--- src/rtl/flappy_pkg.sv ---
// flappy_pkg: shared pipe record, default geometry and the
// pipes_controller state encoding.
package flappy_pkg;

  localparam int DEF_SCREEN_W     = 320;
  localparam int DEF_PIPE_W       = 32;
  localparam int DEF_GAP_H        = 72;
  localparam int DEF_GAP_MIN      = 32;
  localparam int DEF_BIRD_X       = 64;
  localparam int DEF_BIRD_SIZE    = 16;
  localparam int DEF_SPEED        = 2;
  localparam int DEF_SPAWN_PERIOD = 90;
  localparam int DEF_CAPACITY     = 16;
  localparam logic [15:0] DEF_LFSR_SEED = 16'hACE1;

  typedef struct packed {
    logic [9:0] x;
    logic [8:0] gap_y;
  } pipe_t;

  typedef enum logic [2:0] {
    S_IDLE,
    S_START,
    S_ITER,
    S_SPAWN,
    S_FIN
  } state_e;

endpackage

--- src/rtl/pipes_controller_if.sv ---
// pipes_controller_if: insert and iterate ports between the
// frame scheduler (master) and the pipes_list store (slave).
interface pipes_controller_if;
  import flappy_pkg::*;

  logic  list_insert_en;
  pipe_t list_insert_data;
  logic  list_iter_start;
  logic  list_iter_done;
  pipe_t list_iter_out;
  pipe_t list_iter_in;
  logic  list_iter_remove;

  modport master (
    output list_insert_en,
    output list_insert_data,
    output list_iter_start,
    output list_iter_in,
    output list_iter_remove,
    input  list_iter_done,
    input  list_iter_out
  );

  modport slave (
    input  list_insert_en,
    input  list_insert_data,
    input  list_iter_start,
    input  list_iter_in,
    input  list_iter_remove,
    output list_iter_done,
    output list_iter_out
  );

endinterface

--- src/rtl/lfsr16.sv ---
// lfsr16: 16-bit Fibonacci LFSR, taps 16,14,13,11,
// advancing on every enabled cycle.
module lfsr16 #(
  parameter logic [15:0] SEED = 16'hACE1
) (
  input  logic        clk,
  input  logic        rst,
  input  logic        ce,
  output logic [15:0] state_o
);

  logic [15:0] state_q;
  logic [15:0] state_d;

  always_comb begin
    state_d = {state_q[14:0],
               state_q[15] ^ state_q[13] ^
               state_q[12] ^ state_q[10]};
  end

  always_ff @(posedge clk) begin
    if (rst) begin
      state_q <= SEED;
    end else if (ce) begin
      state_q <= state_d;
    end
  end

  assign state_o = state_q;

endmodule

--- src/rtl/pipes_controller.sv ---
// pipes_controller: per-frame walk of pipes_list that scrolls,
// culls, collides, scores and periodically spawns pipes.
module pipes_controller
  import flappy_pkg::*;
#(
  parameter int          SCREEN_W     = DEF_SCREEN_W,
  parameter int          PIPE_W       = DEF_PIPE_W,
  parameter int          GAP_H        = DEF_GAP_H,
  parameter int          GAP_MIN      = DEF_GAP_MIN,
  parameter int          BIRD_X       = DEF_BIRD_X,
  parameter int          BIRD_SIZE    = DEF_BIRD_SIZE,
  parameter int          SPEED        = DEF_SPEED,
  parameter int          SPAWN_PERIOD = DEF_SPAWN_PERIOD,
  parameter int          CAPACITY     = DEF_CAPACITY,
  parameter logic [15:0] LFSR_SEED    = DEF_LFSR_SEED
) (
  input  logic       clk,
  input  logic       rst,
  input  logic       ce,
  input  logic       frame_tick,
  input  logic [8:0] bird_y,
  output logic       busy,
  output logic       frame_done,
  output logic       collision,
  output logic [7:0] score,
  output logic [4:0] pipe_count,
  pipes_controller_if.master list
);

  localparam int CW = $clog2(SPAWN_PERIOD);
  localparam logic [10:0] SPD = 11'(SPEED);
  localparam logic [10:0] PW  = 11'(PIPE_W);
  localparam logic [10:0] BX  = 11'(BIRD_X);
  localparam logic [10:0] BS  = 11'(BIRD_SIZE);
  localparam logic [10:0] GH  = 11'(GAP_H);

  state_e        state_q, state_d;
  logic [CW-1:0] cnt_q, cnt_d;
  logic          due_q, due_d;
  logic          coll_q, coll_d;
  logic [7:0]    score_q, score_d;
  logic [4:0]    pcnt_q, pcnt_d;

  logic [15:0] lfsr;
  logic        lfsr_unused;
  logic [10:0] x, gy, by, xm;
  logic        tick_ok, step;
  logic        drop, hit, pass;

  lfsr16 #(.SEED(LFSR_SEED)) u_lfsr (
    .clk     (clk),
    .rst     (rst),
    .ce      (ce),
    .state_o (lfsr)
  );

  assign lfsr_unused = ^lfsr[15:7];

  // All geometry is compared at 11 bits so nothing wraps.
  assign x  = {1'b0, list.list_iter_out.x};
  assign gy = {2'b0, list.list_iter_out.gap_y};
  assign by = {2'b0, bird_y};
  assign xm = x - SPD;

  assign tick_ok = (state_q == S_IDLE) && frame_tick;
  assign step    = (state_q == S_ITER) && !list.list_iter_done;
  assign drop    = x < SPD;
  assign hit     = (x <= BX + BS - 11'd1) && (x + PW > BX) &&
                   ((by < gy) || (by + BS > gy + GH));
  assign pass    = (x + PW > BX) && (xm + PW <= BX) && !drop;

  always_ff @(posedge clk) begin
    if (rst) begin
      state_q <= S_IDLE;
    end else if (ce) begin
      state_q <= state_d;
    end
  end

  always_comb begin
    state_d = state_q;
    unique case (state_q)
      S_IDLE:  if (frame_tick) state_d = S_START;
      S_START: state_d = S_ITER;
      S_ITER: begin
        if (list.list_iter_done) begin
          if (due_q && pcnt_q < 5'(CAPACITY)) state_d = S_SPAWN;
          else                                state_d = S_FIN;
        end
      end
      S_SPAWN: state_d = S_FIN;
      S_FIN:   state_d = S_IDLE;
      default: state_d = S_IDLE;
    endcase
  end

  always_comb begin
    busy                  = 1'b1;
    frame_done            = 1'b0;
    list.list_iter_start  = 1'b0;
    list.list_insert_en   = 1'b0;
    list.list_insert_data = '0;
    list.list_iter_in     = '0;
    list.list_iter_remove = 1'b0;
    unique case (state_q)
      S_IDLE:  busy = 1'b0;
      S_START: list.list_iter_start = 1'b1;
      S_ITER: begin
        if (step) begin
          if (drop) begin
            list.list_iter_remove = 1'b1;
          end else begin
            list.list_iter_in.x     = xm[9:0];
            list.list_iter_in.gap_y = list.list_iter_out.gap_y;
          end
        end
      end
      S_SPAWN: begin
        list.list_insert_en         = 1'b1;
        list.list_insert_data.x     = 10'(SCREEN_W);
        list.list_insert_data.gap_y = 9'(GAP_MIN) + {2'b0, lfsr[6:0]};
      end
      S_FIN:   frame_done = 1'b1;
      default: busy = 1'b0;
    endcase
  end

  always_comb begin
    cnt_d   = cnt_q;
    due_d   = due_q;
    coll_d  = coll_q;
    score_d = score_q;
    pcnt_d  = pcnt_q;
    // The counter rolls over even if the list is full and the spawn is lost.
    if (tick_ok) begin
      if (cnt_q == CW'(SPAWN_PERIOD - 1)) begin
        cnt_d = '0;
        due_d = 1'b1;
      end else begin
        cnt_d = cnt_q + 1'b1;
        due_d = 1'b0;
      end
    end
    if (step) begin
      if (drop) pcnt_d = pcnt_q - 5'd1;
      if (hit)  coll_d = 1'b1;
      if (pass && score_q != 8'hFF) score_d = score_q + 8'd1;
    end
    if (state_q == S_SPAWN) pcnt_d = pcnt_q + 5'd1;
  end

  always_ff @(posedge clk) begin
    if (rst) begin
      cnt_q   <= '0;
      due_q   <= 1'b0;
      coll_q  <= 1'b0;
      score_q <= '0;
      pcnt_q  <= '0;
    end else if (ce) begin
      cnt_q   <= cnt_d;
      due_q   <= due_d;
      coll_q  <= coll_d;
      score_q <= score_d;
      pcnt_q  <= pcnt_d;
    end
  end

  assign collision  = coll_q;
  assign score      = score_q;
  assign pipe_count = pcnt_q;

endmodule

--- src/flat_wrapper.sv ---
// flat-port wrapper written by rule: the top's interface ports become plain ports
module pipes_controller_flat import flappy_pkg::*;
#(
  parameter int          SCREEN_W     = DEF_SCREEN_W,
  parameter int          PIPE_W       = DEF_PIPE_W,
  parameter int          GAP_H        = DEF_GAP_H,
  parameter int          GAP_MIN      = DEF_GAP_MIN,
  parameter int          BIRD_X       = DEF_BIRD_X,
  parameter int          BIRD_SIZE    = DEF_BIRD_SIZE,
  parameter int          SPEED        = DEF_SPEED,
  parameter int          SPAWN_PERIOD = DEF_SPAWN_PERIOD,
  parameter int          CAPACITY     = DEF_CAPACITY,
  parameter logic [15:0] LFSR_SEED    = DEF_LFSR_SEED
)
  (clk, rst, ce, frame_tick, bird_y, busy, frame_done, collision, score, pipe_count, list_list_insert_en, list_list_insert_data, list_list_iter_start, list_list_iter_in, list_list_iter_remove, list_list_iter_done, list_list_iter_out);
  pipes_controller_if list_i ();
  input  logic clk;
  input  logic rst;
  input  logic ce;
  input  logic frame_tick;
  input  logic [8:0] bird_y;
  output logic busy;
  output logic frame_done;
  output logic collision;
  output logic [7:0] score;
  output logic [4:0] pipe_count;
  output wire logic [$bits(list_i.list_insert_en)-1:0] list_list_insert_en;
  output wire logic [$bits(list_i.list_insert_data)-1:0] list_list_insert_data;
  output wire logic [$bits(list_i.list_iter_start)-1:0] list_list_iter_start;
  output wire logic [$bits(list_i.list_iter_in)-1:0] list_list_iter_in;
  output wire logic [$bits(list_i.list_iter_remove)-1:0] list_list_iter_remove;
  input wire logic [$bits(list_i.list_iter_done)-1:0] list_list_iter_done;
  input wire logic [$bits(list_i.list_iter_out)-1:0] list_list_iter_out;
  assign list_list_insert_en = list_i.list_insert_en;
  assign list_list_insert_data = list_i.list_insert_data;
  assign list_list_iter_start = list_i.list_iter_start;
  assign list_list_iter_in = list_i.list_iter_in;
  assign list_list_iter_remove = list_i.list_iter_remove;
  assign list_i.list_iter_done = list_list_iter_done;
  assign list_i.list_iter_out = list_list_iter_out;
  pipes_controller #(.SCREEN_W(SCREEN_W), .PIPE_W(PIPE_W), .GAP_H(GAP_H), .GAP_MIN(GAP_MIN), .BIRD_X(BIRD_X), .BIRD_SIZE(BIRD_SIZE), .SPEED(SPEED), .SPAWN_PERIOD(SPAWN_PERIOD), .CAPACITY(CAPACITY), .LFSR_SEED(LFSR_SEED)) u_core (.clk(clk), .rst(rst), .ce(ce), .frame_tick(frame_tick), .bird_y(bird_y), .busy(busy), .frame_done(frame_done), .collision(collision), .score(score), .pipe_count(pipe_count), .list(list_i));
endmodule
--- config.mk ---
export PLATFORM = sky130hd
export DESIGN_NAME = pipes_controller_flat
export DESIGN_NICKNAME = d
export VERILOG_FILES = /design/src/rtl/flappy_pkg.sv /design/src/rtl/pipes_controller_if.sv /design/src/rtl/lfsr16.sv /design/src/rtl/pipes_controller.sv /design/src/flat_wrapper.sv
export SDC_FILE = /design/constraint.sdc
export NUM_CORES = 1
export LEC_CHECK = 0
export CAP_MARGIN = 20
export CORE_MARGIN = 10
export CORE_UTILIZATION = 53
export CTS_CLUSTER_DIAMETER = 120
export DETAILED_ROUTE_END_ITERATION = 8
export HOLD_SLACK_MARGIN = 0.06
export PLACE_DENSITY = 0.87
export SYNTH_ARGS = -nofsm -noshare
export SYNTH_HDL_FRONTEND = slang
export SYNTH_HIERARCHICAL = 1
export SYNTH_SLANG_ARGS = --single-unit
export TNS_END_PERCENT = 1
--- constraint.sdc ---
create_clock -name clk -period 7.21 [get_ports clk]
set_clock_uncertainty 0.05 [all_clocks]
set_input_delay 2.163 -clock clk [delete_from_list [all_inputs] [get_ports clk]]
set_output_delay 2.163 -clock clk [all_outputs]
set_load 0.1 [all_outputs]
==> results.py <==
metrics = {
    "layout": {
        "area_growth_syn_to_layout_pct": 29.4,
        "commonest_cells_after_routing_fill_and_taps_aside": "60 x sky130_fd_sc_hd__clkdlybuf4s50_1, 54 x sky130_fd_sc_hd__nor2_1, 41 x sky130_fd_sc_hd__dfxtp_1",
        "antennaDiodeCount": 0,
        "final_common_cell": "sky130_fd_sc_hd__clkdlybuf4s50_1",
        "layout-drive-gt1-share_pct": 8.93,
        "finalCoreUtilization_pct": 70.0,
        "fin_nets": 512,
    },
    "setup_path": {
        "critPathSlowestCell": "sky130_fd_sc_hd__clkdlybuf4s50_1",
        "endpoint_type_of_the_worst_setup_path": "primary output",
        "worstPathCellList": "clkdlybuf4s50_1, inv_1, ha_1, nand4bb_1, nor2b_1, nand2b_1, a21oi_1, buf_12",
        "worst-endpoint-arrival_ns": 4.54,
        "top_fanout_value_on_the_critical_path": 15,
        "crit_path_max_incr_delay_ns": 0.69,
        "critPathKind": "in2out",
        "crit_required_ns": 5.00,
        "critical_path.startpoint_type": "input port",
    },
    "routing": {
        "drt-total-wl_mm": 7.97,
        "drt-vias-per-instance": 5.43,
        "met3RoutedLength_um": 381,
        "route.top_layer_used": "met4",
        "wl_per_cell_um": 15.2,
        "vias": 2842,
        "wl_met1_mm": 3.19,
        "remaining_drc_errors": 0,
        "final_antenna_net_count": 0,
        "dr.pass1.iters": 4,
        "detailedRoute.firstIterationViolations": 102,
        "detailroute.wirelength.met2_mm": 4.31,
    },
    "synth": {
        "yosys_warnings": 6,
        "post_synth_inst_count": 384,
        "mappedNetlistArea_um2": 3180,
        "mapped_avg_cell_area_um2": 8.29,
    },
    "floorplan": {
        "core_region_area_um2": 5890,
        "rows": 28,
        "io_pins": 90,
        "dieWidth_um": 97.5,
        "initial_utilization_pct": 54.1,
        "die-height_um": 97.5,
        "die-area_um2": 9510,
    },
    "flow_run": {
        "maxCapViolations": 0,
    },
    "global_routing": {
        "global_route_total_usage_across_every_layer_pct": 16.0,
        "grt_first_pass_wirelength_mm": 13.3,
        "initial_antenna_violation_count": 0,
        "grt_pass1_vias": 2822,
        "grt-ovfl-total": 0,
        "grt_max_degree": 36,
    },
    "power": {
        "ir_worst_vdd_v": 0.000115,
        "power.density_cell_area_nw_per_um2": 138,
        "design_power_total_uw": 566,
        "power_frac_clock_pct": 25.6,
        "share_comb_of_total_power_pct": 31.3,
        "leakage_uw": 0.00176,
        "internal-power_uw": 367,
        "netSwitchingPower_uw": 199,
        "seqPwrFrac_pct": 43.1,
        "switching_share_pct": 35.1,
    },
    "sta": {
        "setup_viol": 0,
        "final-max-slew-violation-count": 0,
        "finalCriticalPeriod_ns": 6.75,
        "finalWorstSetupSlack_ns": 0.461,
        "rel_slew_slack_pct": 32.2,
        "rsz0062_at_grt": "no",
        "period_share_pct": 93.6,
        "tns_ns": 0,
        "timing.fmax_ghz": 0.148,
        "timing_hold_violations_final": 0,
        "worstMarginPinSlew_ns": 1.01,
    },
    "placement": {
        "port_buffers": 80,
        "place.detailed.hpwl_mm": 6.48,
        "pre_cts_ws_ns": 0.480,
        "place_congestion": 0.898,
    },
    "clocking": {
        "postCtsResizedCells": 0,
        "cts_tree": "done",
        "htreeDepth": 2,
        "postCtsHoldBufs": 0,
        "clkTransAtPathRegs_ns": 0.07,
        "clock_tree.buffer_depth": 2,
        "post_cts.repair.setup_buffers": 0,
        "clock_latency_reported_for_the_late_side_of_the_worst_skew_pair_ns": 0.29,
        "cts_root_buffer": "sky130_fd_sc_hd__clkbuf_8",
        "tritoncts.num_buffers": 5,
        "cts_num_sinks": 41,
    },
    "hold_path": {
        "hold_path_class": "reg2reg",
    },
    "run_status": {
        "status": "finished, final reports clean",
    },
}
sequential cells by signal, indices dropped and copies added (netlist names):
register,count
u_core/u_lfsr/state_o,16
u_core/score,8
u_core/cnt_q,7
u_core/pipe_count,5
u_core/state_q,3
u_core/collision,1
u_core/due_q,1
routing by layer:
metal	global-route usage, %	up-vias
li1	-	1420
met1	17.3	1338
met2	30.7	73
met3	4.20	11
met4	2.35	0
met5	0	-
worst paths after layout:
check                            start                   endpoint  slack (ns)  cells past startpoint
max             list_list_iter_out[14]      list_list_iter_in[13]        0.46                      8
min          u_core/u_lfsr/state_o[11]  u_core/u_lfsr/state_o[11]        0.43                      2
max reg2reg          u_core/state_q[1]            u_core/score[5]        4.87                      6
min reg2reg  u_core/u_lfsr/state_o[11]  u_core/u_lfsr/state_o[11]        0.43                      2
worst max-delay path: cells and delay by family:
family	cells	cell delay, ns
AOI/OAI and AO/OA	1	0.34
and+or+nand+nor	3	0.79
adders and majority gates	1	0.22
buffers and inverters	3	1.01
power groups by stage:
stage               logic [uW]  clock network, uW  registers (uW)
global route               191                160             246
CTS                        177                150             244
floorplan                  134                  0             247
detailed placement         176                  0             250
global placement           170                  0             249
finish                     177                145             244
layout make-up:
class | count | area (um2)
Fill cell | 459 | 1770
Sequential cell | 41 | 821
Timing Repair Buffer | 82 | 953
Clock buffer | 5 | 68.8
Tap cell | 75 | 93.8
Clock inverter | 3 | 17.5
Inverter | 23 | 86.3
Multi-Input combinational cell | 294 | 2080
per-stage QoR:
stage / cells / hold slack [ns] / cell area, um2
floorplan: 392 / 0.391 / 3210
global placement: 515 / 0.403 / 4030
detailed placement: 515 / 0.412 / 4030
CTS: 523 / 0.432 / 4120
global route: 523 / 0.462 / 4120
finish: 523 / 0.432 / 4120
Note: power is estimated with default switching activity, not from simulation.
